`src/rtl/mining_pkg.sv`:
```
// Shared mining definitions: dispatcher state encoding and the default
// nonce width used by both the dispatcher and the hashing datapath.
package mining_pkg;

  // Nonce width shared with the hashing datapath.
  localparam int unsigned NONCE_W_DEFAULT = 32;

  // Default watchdog budget, in WAIT cycles, before a hash is retried.
  localparam int unsigned TIMEOUT_DEFAULT = 256;

  // Dispatcher control states.
  typedef enum logic [2:0] {
    DS_IDLE  = 3'd0,
    DS_ISSUE = 3'd1,
    DS_WAIT  = 3'd2,
    DS_RETRY = 3'd3,
    DS_ABORT = 3'd4
  } disp_state_e;

  // True for every state in which a job is in flight.
  function automatic logic state_is_busy(input disp_state_e s);
    return s != DS_IDLE;
  endfunction

  // True for the states that present a cancel to the hashing module.
  function automatic logic state_quits(input disp_state_e s);
    return (s == DS_RETRY) || (s == DS_ABORT);
  endfunction

endpackage

```
`src/rtl/dispatch_watchdog.sv`:
```
// Watchdog for the dispatcher's WAIT state: a clearable up-counter with a
// count enable. term_o flags the cycle in which the count reaches
// TIMEOUT-1, so the dispatcher leaves WAIT exactly TIMEOUT cycles after
// the ISSUE cycle that cleared the counter.
module dispatch_watchdog #(
  parameter int unsigned TIMEOUT = 256
) (
  input  logic clk,
  input  logic n_rst,
  input  logic clr_i,
  input  logic en_i,
  output logic term_o
);

  localparam int unsigned CW = $clog2(TIMEOUT);
  localparam logic [CW-1:0] TERM = CW'(TIMEOUT - 1);

  logic [CW-1:0] cnt_q;
  logic [CW-1:0] cnt_d;
  logic [CW-1:0] cnt_inc;

  // Next count: clear has priority over the enable.
  always_comb begin
    cnt_inc = cnt_q + 1'b1;
    cnt_d   = cnt_q;
    if (clr_i) begin
      cnt_d = '0;
    end else if (en_i) begin
      cnt_d = cnt_inc;
    end
  end

  // The flag looks at the incremented value so the terminal cycle is the
  // one in which the counter reaches TIMEOUT-1, not the one after it.
  assign term_o = en_i & ~clr_i & (cnt_inc == TERM);

  // Counter register.
  always_ff @(posedge clk or negedge n_rst) begin
    if (!n_rst) begin
      cnt_q <= '0;
    end else begin
      cnt_q <= cnt_d;
    end
  end

endmodule

```
`src/rtl/nonce_dispatcher.sv`:
```
// Mining-side initiator for the hashing module's begin/quit/done handshake.
// Walks a nonce range (inclusive, wrapping), issuing one hash per nonce,
// stops on the first winning nonce or at the end of the range, retries any
// hash whose completion never arrives, and cancels on host abort.
module nonce_dispatcher
  import mining_pkg::*;
#(
  parameter int unsigned NONCE_W = NONCE_W_DEFAULT,
  parameter int unsigned TIMEOUT = TIMEOUT_DEFAULT
) (
  input  logic               clk,
  input  logic               n_rst,
  input  logic               job_start,
  input  logic               job_abort,
  input  logic [NONCE_W-1:0] nonce_start,
  input  logic [NONCE_W-1:0] nonce_end,
  input  logic               hash_done,
  input  logic               target_met,
  output logic               begin_hash,
  output logic               quit_hash,
  output logic [NONCE_W-1:0] nonce,
  output logic               busy,
  output logic               found,
  output logic [NONCE_W-1:0] found_nonce,
  output logic               exhausted,
  output logic               timeout_err
);

  disp_state_e        state_q;
  logic [NONCE_W-1:0] nonce_q;
  logic [NONCE_W-1:0] end_q;
  logic [NONCE_W-1:0] found_nonce_q;
  logic               found_q;
  logic               exhausted_q;
  logic               timeout_err_q;
  logic               begin_q;
  logic               quit_q;
  logic               busy_q;

  logic [NONCE_W-1:0] nonce_inc;
  logic               at_end;
  logic               wd_clr;
  logic               wd_en;
  logic               wd_term;

  // Datapath helpers: next nonce (wraps naturally) and last-nonce compare.
  always_comb begin
    nonce_inc = nonce_q + 1'b1;
    at_end    = (nonce_q == end_q);
    wd_clr    = (state_q == DS_ISSUE);
    wd_en     = (state_q == DS_WAIT);
  end

  dispatch_watchdog #(
    .TIMEOUT (TIMEOUT)
  ) u_watchdog (
    .clk    (clk),
    .n_rst  (n_rst),
    .clr_i  (wd_clr),
    .en_i   (wd_en),
    .term_o (wd_term)
  );

  // Control FSM with nonce register and sticky result flags. The strobe
  // and busy registers are loaded with the value the next state decodes
  // to, so they always agree with state_q while staying registered.
  always_ff @(posedge clk or negedge n_rst) begin
    if (!n_rst) begin
      state_q       <= DS_IDLE;
      nonce_q       <= '0;
      end_q         <= '0;
      found_nonce_q <= '0;
      found_q       <= 1'b0;
      exhausted_q   <= 1'b0;
      timeout_err_q <= 1'b0;
      begin_q       <= 1'b0;
      quit_q        <= 1'b0;
      busy_q        <= 1'b0;
    end else begin
      begin_q <= 1'b0;
      quit_q  <= 1'b0;
      case (state_q)
        DS_IDLE: begin
          if (job_start) begin
            nonce_q       <= nonce_start;
            end_q         <= nonce_end;
            found_q       <= 1'b0;
            found_nonce_q <= '0;
            exhausted_q   <= 1'b0;
            timeout_err_q <= 1'b0;
            state_q       <= DS_ISSUE;
            begin_q       <= 1'b1;
            busy_q        <= 1'b1;
          end
        end

        DS_ISSUE: begin
          if (job_abort) begin
            state_q <= DS_ABORT;
            quit_q  <= 1'b1;
          end else begin
            state_q <= DS_WAIT;
          end
        end

        DS_WAIT: begin
          if (job_abort) begin
            state_q <= DS_ABORT;
            quit_q  <= 1'b1;
          end else if (hash_done && target_met) begin
            found_q       <= 1'b1;
            found_nonce_q <= nonce_q;
            state_q       <= DS_IDLE;
            busy_q        <= 1'b0;
          end else if (hash_done && at_end) begin
            exhausted_q <= 1'b1;
            state_q     <= DS_IDLE;
            busy_q      <= 1'b0;
          end else if (hash_done) begin
            nonce_q <= nonce_inc;
            state_q <= DS_ISSUE;
            begin_q <= 1'b1;
          end else if (wd_term) begin
            timeout_err_q <= 1'b1;
            state_q       <= DS_RETRY;
            quit_q        <= 1'b1;
          end
        end

        DS_RETRY: begin
          if (job_abort) begin
            state_q <= DS_ABORT;
            quit_q  <= 1'b1;
          end else begin
            state_q <= DS_ISSUE;
            begin_q <= 1'b1;
          end
        end

        DS_ABORT: begin
          state_q <= DS_IDLE;
          busy_q  <= 1'b0;
        end

        default: begin
          state_q <= DS_IDLE;
          busy_q  <= 1'b0;
        end
      endcase
    end
  end

  // Output connections.
  always_comb begin
    begin_hash  = begin_q;
    quit_hash   = quit_q;
    nonce       = nonce_q;
    busy        = busy_q;
    found       = found_q;
    found_nonce = found_nonce_q;
    exhausted   = exhausted_q;
    timeout_err = timeout_err_q;
  end

endmodule

```
`config.mk`:
```
export PLATFORM = sky130hd
export DESIGN_NAME = nonce_dispatcher
export DESIGN_NICKNAME = d
export VERILOG_FILES = /design/src/rtl/mining_pkg.sv /design/src/rtl/dispatch_watchdog.sv /design/src/rtl/nonce_dispatcher.sv
export SDC_FILE = /design/constraint.sdc
export NUM_CORES = 1
export LEC_CHECK = 0
export CAP_MARGIN = 20
export CORE_MARGIN = 4
export CORE_UTILIZATION = 51
export CTS_BUF_LIST = sky130_fd_sc_hd__clkbuf_4 sky130_fd_sc_hd__clkbuf_8
export DETAILED_ROUTE_END_ITERATION = 10
export GPL_TIMING_DRIVEN = 0
export HOLD_SLACK_MARGIN = 0.08
export MAX_ROUTING_LAYER = met4
export PLACE_DENSITY_LB_ADDON = 0.08
export SLEW_MARGIN = 20
export SYNTH_ARGS = -nofsm -noshare
export SYNTH_HDL_FRONTEND = slang
export SYNTH_SLANG_ARGS = --single-unit
```
`constraint.sdc`:
```
create_clock -name clk -period 2.9 [get_ports clk]
set_input_delay 0.29 -clock clk [delete_from_list [all_inputs] [get_ports clk]]
set_output_delay 0.29 -clock clk [all_outputs]
set_load 0.005 [all_outputs]
```
* After elaboration in Yosys (flattened, before gate mapping) *
Cells that the tools add are included.

operators by class
  bitwise gates (word level) = 4
  muxes and demuxes = 54
  eq/ne operators = 16
  reduce and logical (&&, ||, !) cells = 13
  add/subtract/negate cells = 2

operators by type and width
  cell                   number
  $mux 32                8
  $pmux 32 s2            2
  $add 32x1->32 const B  1
  $eq 32x32->1           1
  $mux 1                 27
  $mux 3                 8
  $ne 2x2->1 const B     9
  $mux 8                 2
  $pmux 3 s4             1
  $add 8x1->8 const B    1
  $eq 8x8->1 const B     1
  $pmux 1 s2             4
  $reduce_and 4->1       2
  $reduce_and 7->1       1
  $eq 3x2->1 const B     2
  $ne 6x6->1 const B     1
  $pmux 1 s3             2
  $reduce_and 6->1       1
  $reduce_and 5->1       1
  $reduce_and 2->1       2
  $reduce_bool 2->1      2
  $eq 3x1->1 const B     1
  $logic_not 3->1        1
  $ne 3x3->1 const B     1
  4 further kinds        7

storage, ports and cells
  logic and storage cells = 100
  register bits = 113
  output and inout bits = 70

* Logic depth before layout (Yosys ltp) *
  word-level depth = 10
  gate-level depth with buffers = 9
  depth with buffers taken out = 7

* Hierarchy *
A second synthesis with hierarchy kept.

unflattened totals
  cell total of the unflattened synthesis = 661
  area, all modules = 5940.7 sq um

modules (own cells, without submodules)
  module             area an instance (sq um)  seq. area each (sq um)  cells each  instances
  nonce_dispatcher   5459.0                    2627.5                  612         1
  dispatch_watchdog  481.7                     200.2                   49          1

* Worst setup path before layout *
Ideal clock, no wire load.

  path kind = register -> register
  start point = register nonce_q[7], in the netlist nonce[7]
  end point = register nonce_q[31], in the netlist nonce[31]
  period minus slack after synthesis = 2.269 ns
  setup slack = 0.631 ns
  stages on the path, launching flop included = 9
  arrival time = 2.143 ns
  path buffers = 2
  cell sequence = dfrtp_1 buf_2 nand4_2 or3_1 buf_6 or4_4 or3_1 o21ai_1 a21oi_1

between the ends
  word-level cells in the longest chain between the ends = 6
  elaborated cells between the ends (all ways) = 10

ends and longest elaborated chain
  item                    RTL line                 source
  start, declared         nonce_dispatcher.sv:30   logic [NONCE_W-1:0] nonce_q;
  start signal, assigned  nonce_dispatcher.sv:85   nonce_q <= nonce_start;
  start signal, assigned  nonce_dispatcher.sv:120  nonce_q <= nonce_inc;
  $add 32x1->32           nonce_dispatcher.sv:48   nonce_inc = nonce_q + 1'b1;
  $mux 32                 nonce_dispatcher.sv:119  end else if (hash_done) begin
  $mux 32                 nonce_dispatcher.sv:115  end else if (hash_done && at_end) begin
  $mux 32                 nonce_dispatcher.sv:110  end else if (hash_done && target_met) begin
  $mux 32                 nonce_dispatcher.sv:107  if (job_abort) begin
  $pmux 32 s2             nonce_dispatcher.sv:82   case (state_q)

Several ways; a longest one is shown, not always the timed one. The select of a mux whose other input is x is not followed.
A chain may end at the register's enable or synchronous reset.

* Worst setup path after layout *
  start point = register nonce_q[14], in the netlist nonce[14]
  end point = register nonce_q[8], in the netlist nonce[8]

between the ends
  word-level cells in the longest chain between the ends = 4

ends and longest elaborated chain
  item                        RTL line                 source
  $eq 32x32->1                nonce_dispatcher.sv:49   at_end = (nonce_q == end_q);
  $logic_and 1x1->1           nonce_dispatcher.sv:115
  $ne 2x2->1 (no line)        --
  $reduce_and 6->1 (no line)  --

Every way passes these cells.

==> impl_metrics.tcl <==
set metrics [dict create \
    outcome "finished clean" \
    finalHoldWorstSlack_ps 330.1 \
    cts.reportedPaths.clkPinSlew_ps 80 \
    io_pins 140 \
    cts_buffer_depth 2 \
    ys_warn_count 0 \
    clock_latency_ps 440 \
    period_share_pct 93.84 \
    period_needed_ps 2721 \
    core_area_sq_um 10840 \
    synth_edf_count 0 \
    routedWlPerCell_um 20.10 \
    p_sw_share_pct 39.41 \
    ys.flop_type "dfrtp_1" \
    place_hpwl_mm 13.04 \
    power_density_nw_per_um2 997.5 \
    die_area_sq_um 12860 \
    drv_slew 0 \
    synth_area_sq_um 5667 \
    antenna_found_initial 0 \
    synth_cell_types 43 \
    r2r_cells 9 \
    crit_required_ps 3250 \
    setup_viol 0 \
    criticalPathCategory "flip-flop to flip-flop" \
    cts_tree "done" \
    grt_pass1_vias 5158 \
    cts.sink_count 113 \
    grt_usage_pct 28.76 \
    power_frac_comb_pct 43.1 \
    seqCellArea_sq_um 2828 \
    final_nets 801 \
    grt_max_degree 74 \
    routed_wl_mm 17.70 \
    area_growth_pct 36.17 \
    final_layout_size_suffix_gt1_share_pct 11.20 \
    critPathArrivalTime_ps 3070 \
    synthXorXnorAreaFrac_pct 5.410 \
    end_kind "flip-flop" \
    drt_iter0_markers 619 \
    p_clk_share_pct 20.6 \
    synthArstFlopShare_pct 100.0 \
    synthCells 566 \
    die_h_um 113.4 \
    peakVddDrop_mv 0.5734 \
    synth_top_family_by_area "compound AO/OA/AOI/OAI gates" \
    viasPerCell 6.160 \
    power.leakage_uw 0.003069 \
    postSynthAreaPerCell_sq_um 10.01 \
    finalWeightedCongestion 1.046 \
    maxCapViolations 0 \
    num_rows 38 \
    syn_nets 639 \
    synth_mux_area_share_pct 6.536 \
    cts.htree.levels 4 \
    synth_compound_area_share_pct 20.89 \
    fillers 817 \
    fin_skew_ps 9.881 \
    min_path_type "primary input to asynchronous set/reset pin" \
    synth_fa_ha_area_share_pct 0.6624 \
    via_count 5427 \
    yosysSeqAreaShare_pct 49.90 \
    rsz0062_at_grt "no" \
    pre_cts_slack_ps -31.39 \
    p_total_uw 7697 \
    internal-power_uw 4663 \
    crit_fanout 10 \
    tightest_slew_ps 719.1 \
    cts-buffers-inserted 17 \
    slew_headroom_pct 51.69 \
    synthSimpleGateAreaFrac_pct 12.59 \
    ys_ff_latch 113 \
    die_w_um 113.4 \
    drc 0 \
    netSwitchingPower_uw 3034 \
    stdcell_area_sq_um 7716 \
    initial_core_util_pct 52.27 \
    worst_slack_ps 178.6 \
    root_buffer "clkbuf_8" \
    startpoint_type "flip-flop" \
    drtPass1Iterations 7 \
    hold_viol 0 \
    antenna_cells 0 \
    seqPwrFrac_pct 36.2 \
    port_buffers 139 \
    fmax_mhz 367.5 \
    grt.overflow.total 0 \
    finalNonFillerCells 881 \
    grt_pass1_wl_mm 27.95 \
    dp.cells 846 \
    ant_nets 0 \
    place_area_sq_um 7262 \
    multi_input_area_sq_um 2611 \
]
==> area by class of cell <==
cell class | count | share of cell area (%)
inverters | 10 | 0.4865
flip-flops and latches | 113 | 36.65
well taps | 140 | 2.270
clock buffers | 18 | 3.211
plain buffers | 47 | 2.481
repair buffers | 143 | 18.73
clock inverters | 14 | 2.335
multi-input cells | 396 | 33.84
==> per-layer routing <==
| layer | GRT usage, % | up-vias | part of all wire, % |
|---|---|---|---|
| met2 | 42.22 | 330 | 45 |
| met1 | 41.05 | 2624 | 43 |
| met5 | - | - | 0 |
| met3 | 4.668 | 39 | 9.1 |
| li1 | - | 2434 | - |
| met4 | 9.696 | 0 | 2.3 |
==> synthesized netlist by cell type, drive strengths merged, types with 3 or more instances <==
cell type	instances	area [sq um]
o31ai	8	60.06
inv	10	37.54
o22ai	13	81.33
clkbuf	32	120.1
ha	3	37.54
nand2	43	161.4
a21oi	40	200.2
a21o	7	52.55
a31oi	31	193.9
and2	6	37.54
buf	15	70.06
and4	4	35.03
xnor2	35	306.5
and3	8	50.05
nor3	10	50.05
o21ai	41	205.2
nand4	19	125.1
a22o	31	271.5
dfrtp	113	2828
mux2	32	360.4
nor2	20	75.07
a31o	5	43.79
nand3	17	85.08
or4	3	26.27
==> cells in the final DEF, fill, tap and decap left out, drive strengths merged, types with 31 or more instances in the layout <==
| cell | n |
|---|---|
| o21ai | 41 |
| dfrtp | 113 |
| clkdlybuf4s50 | 138 |
| a31oi | 31 |
| nand2 | 43 |
| a22o | 31 |
| mux2 | 32 |
| a21oi | 40 |
| xnor2 | 35 |
| clkbuf | 50 |
==> cell families after synthesis <==
kind of cell	Yosys count
compound gates	185
xor+xnor	35
fa+ha+maj	3
buf+inv	57
flops	113
mux	33
simple gates	140
==> power groups by stage <==
stage,registers [uW],logic [uW],clock network (uW)
after floorplan,2610,1990,0
after global placement,2770,3190,0
after detailed placement,2800,3270,0
after CTS,2770,3300,1600
after global routing,2860,3600,1670
final,2790,3320,1590
==> critical path: stages, from the launching register on <==
cell	delay, ps
dfrtp_1	350
clkbuf_1	340
xnor2_1	200
nand4_1	120
nor4_1	420
nand4b_1	280
and2_1	230
buf_2	190
buf_1	290
a21oi_1	220
==> sequential cells by signal (all words and copies together) (netlist names) <==
name	flops
found	1
begin_hash	1
timeout_err	1
quit_hash	1
exhausted	1
end_q	32
busy	1
found_nonce	32
state_q	3
nonce	32
u_watchdog.cnt_q	8
==> stage by stage <==
step / utilization (%) / setup TNS (ps)
5_1_grt: 71.18 / 0
3_3_place_gp: 66.72 / -306370
3_5_place_dp: 66.99 / -61.64
2_1_floorplan: - / 0
4_1_cts: 71.03 / 0
6_report: 71.18 / 0
==> worst paths after layout <==
check,start,end,slack (ps)
min,n_rst,nonce[26]$_DFFE_PN0P_,330
min reg2reg,timeout_err$_DFFE_PN0P_,timeout_err$_DFFE_PN0P_,490
max in group asynchronous,n_rst,nonce[9]$_DFFE_PN0P_,1890
max,nonce[14]$_DFFE_PN0P_,nonce[8]$_DFFE_PN0P_,180
min in group clk,nonce_start[1],nonce[1]$_DFFE_PN0P_,460
max reg2reg,nonce[14]$_DFFE_PN0P_,nonce[8]$_DFFE_PN0P_,180
==> what timing repair did <==
item,CTS,global route
setup buffers,0,2
resized for setup,0,2
endpoints found under the hold margin,40,0
hold buffers,1,0
setup endpoints to repair,0,20
No activity file was read; power rests on OpenSTA's default activity.
